**src/rtl/car_datapath.sv**
```systemverilog
// Car datapath for the race controller.
// Holds the car position and sprite pixel counter, streams car-sized pixels
// for drawing and erasing, and applies move commands with wall and finish status.
module car_datapath #(
  parameter int                         SCREEN_W    = 160,
  parameter int                         CAR_W       = 8,
  parameter int                         CAR_H       = 8,
  parameter int                         START_X     = 76,
  parameter int                         START_Y     = 104,
  parameter int                         STEP        = 4,
  parameter int                         SPEED       = 2,
  parameter int                         LEFT_WALL   = 40,
  parameter int                         RIGHT_WALL  = 120,
  parameter int                         FINISH_Y    = 8,
  parameter logic [2:0]                 CAR_COLOUR  = 3'b100,
  parameter logic [2:0]                 BG_COLOUR   = 3'b000,
  parameter logic [CAR_W*CAR_H-1:0]     SPRITE_MASK = '1
) (
  input  logic       Clock,
  input  logic       Reset,
  input  logic       set_reset_signals,
  input  logic       start_race,
  input  logic       draw_car,
  input  logic       draw_over_car,
  input  logic       move,
  input  logic       forward,
  input  logic       left,
  input  logic       right,
  output logic [7:0] x_out,
  output logic [6:0] y_out,
  output logic [2:0] colour_out,
  output logic       DoneDrawCar,
  output logic       DoneDrawOverCar,
  output logic       HitWall,
  output logic       FinishedRace,
  output logic [7:0] car_x,
  output logic [6:0] car_y
);

  localparam int               CNT_W   = $clog2(CAR_W * CAR_H);
  localparam logic [CNT_W-1:0] CW_C    = CNT_W'(CAR_W);
  localparam logic [CNT_W-1:0] CNT_MAX = CNT_W'(CAR_W * CAR_H - 1);
  localparam logic [7:0]       X0      = 8'(START_X);
  localparam logic [6:0]       Y0      = 7'(START_Y);
  localparam logic [7:0]       X_STEP  = 8'(STEP);
  localparam logic [6:0]       Y_SPD   = 7'(SPEED);
  localparam logic [7:0]       X_MAX   = 8'(SCREEN_W - CAR_W);
  localparam logic [8:0]       X_MAX9  = 9'(SCREEN_W - CAR_W);
  localparam logic [7:0]       LW      = 8'(LEFT_WALL);
  localparam logic [8:0]       RW9     = 9'(RIGHT_WALL);
  localparam logic [8:0]       CW9     = 9'(CAR_W);
  localparam logic [6:0]       FIN_Y   = 7'(FINISH_Y);

  typedef struct packed {
    logic [7:0] x;
    logic [6:0] y;
  } pos_t;

  logic [CNT_W-1:0] cnt, pix_cnt, col, row;
  logic             last_mode;   // 0: car, 1: over-car
  logic             srst;
  logic             eff_over, act_car, act_over, act, mode_chg;
  pos_t             nxt;
  logic [8:0]       x_plus;
  logic             hit_n;

  assign srst     = set_reset_signals | start_race;
  // draw_car has priority when both draw requests are high
  assign eff_over = draw_over_car & ~draw_car;
  assign act_car  = draw_car & ~DoneDrawCar;
  assign act_over = eff_over & ~DoneDrawOverCar;
  assign act      = act_car | act_over;
  // A switch between car and over-car streams restarts from pixel 0 immediately
  assign mode_chg = act & (act_over != last_mode);
  assign pix_cnt  = mode_chg ? '0 : cnt;
  assign col      = pix_cnt % CW_C;
  assign row      = pix_cnt / CW_C;
  assign x_out    = car_x + 8'(col);
  assign y_out    = car_y + 7'(row);

  // Pixel colour: sprite mask while drawing, background while erasing
  always_comb begin
    colour_out = 3'b000;
    if (draw_car)
      colour_out = SPRITE_MASK[pix_cnt] ? CAR_COLOUR : BG_COLOUR;
    else if (draw_over_car)
      colour_out = BG_COLOUR;
  end

  // Next car position for a move command (one bit wider before saturating)
  always_comb begin
    nxt.x  = car_x;
    nxt.y  = car_y;
    x_plus = {1'b0, car_x} + {1'b0, X_STEP};
    if (forward)
      nxt.y = (car_y < Y_SPD) ? 7'd0 : car_y - Y_SPD;
    else if (left && !right)
      nxt.x = (car_x < X_STEP) ? 8'd0 : car_x - X_STEP;
    else if (right && !left)
      nxt.x = (x_plus > X_MAX9) ? X_MAX : x_plus[7:0];
    hit_n = (nxt.x < LW) || (({1'b0, nxt.x} + CW9) > RW9);
  end

  // Car position, wall and finish status
  always_ff @(posedge Clock or posedge Reset) begin
    if (Reset) begin
      car_x        <= X0;
      car_y        <= Y0;
      HitWall      <= 1'b0;
      FinishedRace <= 1'b0;
    end else if (srst) begin
      car_x   <= X0;
      car_y   <= Y0;
      HitWall <= 1'b0;
      if (start_race) FinishedRace <= 1'b0;
    end else if (move) begin
      car_x   <= nxt.x;
      car_y   <= nxt.y;
      HitWall <= hit_n;
      if (nxt.y <= FIN_Y) FinishedRace <= 1'b1;
    end
  end

  // Pixel counter and sticky draw-complete flags
  always_ff @(posedge Clock or posedge Reset) begin
    if (Reset) begin
      cnt             <= '0;
      last_mode       <= 1'b0;
      DoneDrawCar     <= 1'b0;
      DoneDrawOverCar <= 1'b0;
    end else if (srst) begin
      cnt             <= '0;
      DoneDrawCar     <= 1'b0;
      DoneDrawOverCar <= 1'b0;
    end else begin
      if (act) begin
        last_mode <= act_over;
        cnt       <= (pix_cnt == CNT_MAX) ? '0 : pix_cnt + 1'b1;
      end
      if (act_car && pix_cnt == CNT_MAX) DoneDrawCar <= 1'b1;
      else if (eff_over)                 DoneDrawCar <= 1'b0;
      if (act_over && pix_cnt == CNT_MAX) DoneDrawOverCar <= 1'b1;
      else if (draw_car)                  DoneDrawOverCar <= 1'b0;
    end
  end

endmodule
```
**config.mk**
```make
export PLATFORM = sky130hd
export DESIGN_NAME = car_datapath
export DESIGN_NICKNAME = d
export VERILOG_FILES = /design/src/rtl/car_datapath.sv
export SDC_FILE = /design/constraint.sdc
export NUM_CORES = 1
export LEC_CHECK = 0
export BUFFER_PORTS_ARGS = -buffer_cell sky130_fd_sc_hd__buf_2
export CORE_ASPECT_RATIO = 0.8
export CORE_MARGIN = 4
export CORE_UTILIZATION = 40
export DETAILED_ROUTE_END_ITERATION = 8
export GPL_TIMING_DRIVEN = 0
export SLEW_MARGIN = 20
export SYNTH_ARGS = -nofsm -noshare
export SYNTH_HDL_FRONTEND = slang
export SYNTH_SLANG_ARGS = --single-unit
```
**constraint.sdc**
```tcl
create_clock -name Clock -period 2.2 [get_ports Clock]
set_input_delay 0.11 -clock Clock [delete_from_list [all_inputs] [get_ports Clock]]
set_output_delay 0.11 -clock Clock [all_outputs]
set_load 0.05 [all_outputs]
```
# After elaboration in Yosys (flattened, before gate mapping)
# Memories as Yosys holds them, arrays and structs flattened.
# Cells that the tools add are included.
[word_totals] n_memories=1 mem_bits_rw=0 word_cells=80 latchBits=0 rom_bits=64 ff_bits=26 output_inout_bits=37
[memory_table] memory="(no name shown)" words=64 width=1 rd=1 rd_ports_with_merged_regs=0 wr=0 line_no="85" rtl="colour_out = SPRITE_MASK[pix_cnt] ? CAR_COLOUR : BG_COLOUR;"
[op_classes] n_eq_ne=3 n_addsub=7 reduce_logical=14 n_mux=30 n_bitwise=10 mul=0 div=0 order_cmp=7 shifts=0
[ops] cell="two-way mux 8 bit" n=7
[ops] cell="two-way mux 7 bit" n=4
[ops] cell="two-way mux 6 bit" n=4
[ops] cell="two-way mux 1 bit" n=13
[ops] cell="adder 8 x 3 -> 9 bit, second input constant" n=1
[ops] cell="adder 8 x 4 -> 9 bit, second input constant" n=1
[ops] cell="greater-than comparator 9 x 7 -> 1 bit, second input constant" n=1
[ops] cell="greater-than comparator 9 x 8 -> 1 bit, second input constant" n=1
[ops] cell="adder 8 x 3 -> 8 bit" n=1
[ops] cell="< comparator 8 x 3 -> 1 bit, second input constant" n=1
[ops] cell="< comparator 8 x 6 -> 1 bit, second input constant" n=1
[ops] cell="subtractor 8 x 3 -> 8 bit, second input constant" n=1
[ops] cell="adder 7 x 3 -> 7 bit" n=1
[ops] cell="<= comparator 7 x 4 -> 1 bit, second input constant" n=1
[ops] cell="< comparator 6 x 7 -> 1 bit, second input constant" n=1
[ops] cell="< comparator 7 x 2 -> 1 bit, second input constant" n=1
[ops] cell="subtractor 7 x 2 -> 7 bit, second input constant" n=1
[ops] cell="adder 6 x 1 -> 6 bit, second input constant" n=1
[ops] cell="equality test 6 bit, second input constant" n=1
[ops] cell="two-way mux 3 bit" n=2
[ops] cell="nonzero test 2 bit" n=3
[ops] cell="nonzero test 3 bit" n=2
[ops] cell="bitwise AND 1 bit" n=4
[ops] cell="logical AND 1 bit" n=4
[ops] cell="other kinds (8)" n=13

# Logic depth before layout (Yosys ltp)
[logic_depth] word_depth=11 ltp_mapped=11

# Worst setup path before layout
# OpenSTA, ideal clock, no wires.
[synth_path] path_type="reg2out" start="reg DoneDrawOverCar" end="out y_out[6]" stages_incl_launch_ff=10 t_required_ns=2.090 arrival_time_ns=3.038 path_buffers=0 path_slack_ns=-0.948 cell_sequence="dfrtp_1 nand2b_1 o31a_1 and2_1 ha_1 fa_1 a21oi_1 nor2b_1 and3_1 xor2_1"
[synth_via] elab_chain_len=6
[synth_rtl] item="start, declared" line_no="33" rtl="output logic DoneDrawOverCar,"
[synth_rtl] item="start signal, assigned" line_no="130" rtl="DoneDrawOverCar <= 1'b0;"
[synth_rtl] item="start signal, assigned" line_no="134" rtl="DoneDrawOverCar <= 1'b0;"
[synth_rtl] item="start signal, assigned" line_no="142" rtl="if (act_over && pix_cnt == CNT_MAX) DoneDrawOverCar <= 1'b1;"
[synth_rtl] item="inverter 1 bit *" line_no="71" rtl="assign act_over = eff_over & ~DoneDrawOverCar;"
[synth_rtl] item="bitwise AND 1 bit *" line_no="71"
[synth_rtl] item="OR 1 bit / != test 1 bit (equally long branches)" line_no="72, 74"
[synth_rtl] item="bitwise AND 1 bit *" line_no="74" rtl="assign mode_chg = act & (act_over != last_mode);"
[synth_rtl] item="two-way mux 6 bit *" line_no="75" rtl="assign pix_cnt = mode_chg ? '0 : cnt;"
[synth_rtl] item="adder 7 x 3 -> 7 bit *" line_no="79" rtl="assign y_out = car_y + 7'(row);"
[synth_rtl] item="end, declared" line_no="30" rtl="output logic [6:0] y_out,"
# Every way passes the cells marked *; elsewhere a longest branch is shown, timed or not.

# Final worst setup path
# Ends and elaborated chain as after synthesis.

==> results.md <==
- Slew at the pin closest to its max-slew limit: 952 ps
- P_sw: 0.000397 W
- CTS tree: built
- Placer Congestion: 0.895
- Critical path class: flip-flop to primary output
- Post-synthesis register bit count: 26
- Max-Slew Margin vs Limit: 36.1%
- Die area: 0.00717 mm^2
- Pre-Repair DR Iteration Count: 4
- Hold path cells: 2
- Vias in the first global route: 2326
- PnR Total Power: 0.00115 W
- Antenna violation net count after detailed routing: 0
- Antenna cell count: 0
- Clock latency on the worst-skew pair: 280 ps
- Sequential cell area: 667 um^2
- Final Skew: 3.78 ps
- CTS Buffer Depth: 2
- Power per Cell Area: 312 mW/mm^2
- Synth area leaders: dfrtp_1 21%, dfstp_2 6.7%, ha_1 5.9%, a21oi_1 5.5%, nand2_1 5.0%
- Die H: 76.5 um
- Worst path slowest cell: dfrtp_2
- Worst vdd ir: 0.000221 V
- Ports: 47
- Area share of the largest cell type after synthesis: 21.3%
- Top FF cell, synth: dfrtp_1
- Synthesized instance count: 299
- Setup slack at placement: -422 ps
- Yosys cell types: 59
- WP data required: 2090 ps
- Hpwl dp: 4740 um
- Final hold violations: 0
- CP max FO: 5
- Initial antenna violation count: 0
- R2r startpoint: car_x[2]
- Fmax achieved: 377 MHz
- Most frequent cell after synthesis: nand2_1
- LEAKAGE: 1.46 nW
- Core Rows: 24
- Final cell count without fillers: 459
- Drt drc: 0
- Status: finished, violations left
- Syn avg cell area: 7.85 um^2
- Tcrit/Tclk final: 121%
- Synth cell count leaders: 31 x nand2_1, 26 x a21oi_1, 26 x nor2_1, 21 x o21ai_0, 20 x dfrtp_1
- TritonCTS Buffers: 3
- Final wirelength: 7240 um
- Setup crit start kind: flip-flop
- Hold Path Class: input port to flip-flop
- Root Driver: clkbuf_8
- Sw frac: 34.5%
- Final Setup Violations: 18
- Power Internal: 0.000754 W
- R2r setup slk: -200 ps
- Placed cell count: 421
- Largest net degree at the start of global routing: 27
- Starting Density: 42.3%
- Synth Cell Area: 0.00235 mm^2
- Yosys warnings: 0
- Finished Cell Area: 0.00369 mm^2
- Global route overflow: 0
- Critical Path Max Stage Delay: 420 ps
- Post-synth EDFFs: 0
- Clock sinks: 26
- Critical Path AT: 2540 ps
- Fill cells: 440
- Placed instance area: 0.00292 mm^2
- Final worst setup slack: -453 ps
- Die width: 93.6 um
- Via count: 2559
- Yosys top cell by area: dfrtp_1
- Reg-to-Reg End: HitWall
- Flop pwr share: 43.6%
- Hold Startpoint: start_race
- Synth async-reset ratio: 100%
- H-tree levels: 1
- Multi-input gate area: 0.00210 mm^2
- Via density: 5.58
- Fin crit period: 2650 ps
- Layout cell share with drive strength beyond 1: 47.2%
- Crit-path cells: nand2b_4, o31a_1, and2_4, ha_4, fa_2, a21oi_2, nor2b_2, and3_4, xor2_4, buf_6
- Failing checks: negative setup slack
- Combinational fraction of design power: 31.2%
- Clk slew on worst S/H paths: 100 ps
- First-pass GRT wire length: 11500 um
- Min-Delay Endpoint: FinishedRace
- Port Buffer Count: 43
- R2R cell count: 9
- RSZ-0062 raised after global routing: true
- Max-Cap Viols: 0
- CP Capture Type: primary output
- Clock power share: 25.2%
- Layout area overhead: 57.1%
- DRT iter0 DRCs: 201
- Gr usage total: 19.6%
- Core ar.: 0.00556 mm^2
- Fin nets: 405
- Sequential share of the synthesized area: 28.0%
- Pins Over Slew Limit: 0
- WL/cell: 15.8 um
-- layout by cell type (no fill, tap or decap), types with 3 or more instances in the layout --
cell type	instances
xor2_4	5
clkbuf_8	3
a21oi_1	18
inv_1	9
nand4_1	3
o21ai_0	17
nor2_1	22
nor2b_1	4
o31ai_1	4
o211ai_1	3
dfrtp_2	4
xor2_2	4
nor2_4	3
nand2_2	3
o21ai_1	5
and2_4	5
xnor2_1	3
and2_1	4
nand3b_1	3
buf_4	30
inv_2	4
a21oi_2	6
xnor2_2	3
nand2_1	26
dfstp_2	5
clkbuf_1	8
buf_6	20
or3_4	3
dfrtp_1	16
nor3_1	11
ha_4	10
buf_2	31
nand3_1	8
nand2b_1	5
-- state kept, by name, summed over array words and instances (netlist names) --
register	count
HitWall	1
car_x	8
cnt	6
DoneDrawCar	1
DoneDrawOverCar	1
FinishedRace	1
last_mode	1
car_y	7
-- cell type report --
| type | count | share of cell area (%) |
|---|---|---|
| clock buffers | 4 | 1.22 |
| multi-input cells | 240 | 56.9 |
| inverters | 16 | 1.80 |
| well taps | 78 | 2.65 |
| flip-flops and latches | 26 | 18.1 |
| plain buffers | 19 | 3.50 |
| repair buffers | 76 | 15.8 |
-- power by group through the flow --
stage | sequential (W) | combinational (W) | clock, W
after CTS | 0.000501 | 0.000313 | 0.000292
after global routing | 0.000505 | 0.000388 | 0.000321
after detailed placement | 0.000510 | 0.000276 | 0
final | 0.000502 | 0.000359 | 0.000290
after global placement | 0.000510 | 0.000274 | 0
after floorplan | 0.000528 | 0.000195 | 0
-- worst max-delay path by stage --
stage	from	endpoint	cells after the start
floorplan	DoneDrawOverCar	y_out[6]	9
global placement	DoneDrawOverCar	y_out[6]	10
detailed placement	DoneDrawOverCar	y_out[6]	10
CTS	DoneDrawCar	x_out[6]	11
global route	last_mode	x_out[6]	11
finish	DoneDrawOverCar	y_out[6]	10
-- what timing repair did --
item	in CTS	in global routing
setup endpoints to repair	25	25
hold buffers	0	1
setup buffers	16	16
resized for setup	49	49
endpoints found under the hold margin	0	20
pin swaps	24	29
gates cloned	1	1
-- layer usage --
metal	vias up	track usage (%)	wire, um
li1	1226	-	-
met1	1220	29.9	3490
met2	101	29.1	3290
met3	12	3.85	393
met4	0	2.74	80
met5	-	0	0
-- per-stage QoR --
stage / hold slack (ps) / util (%) / setup TNS [ps]
after floorplan: 145 / - / -3200
after global placement: 292 / 52.5 / -3740
after detailed placement: 303 / 52.5 / -3810
after CTS: 3.79 / 59.2 / -4890
after global routing: 1.20 / 66.4 / -6230
final: 3.48 / 66.4 / -4180
-- kinds of logic after synthesis --
family | after synthesis | share of synthesized area (%)
compound gates | 85 | 24.3
xor+xnor | 17 | 6.34
fa+ha+maj | 13 | 7.57
buf+inv | 35 | 6.61
flops | 26 | 28.0
mux | 1 | 0.426
other cells | 1 | 0.160
simple gates | 121 | 26.6
-- critical path: cells and delay by family (launching register included) --
family          cells  cell delay [ps]
compound gates      2              460
xor+xnor            1              140
fa+ha+maj           2              500
buf+inv             1              150
flops               1              420
simple gates        4              580
(Power assumes the default switching activity.)
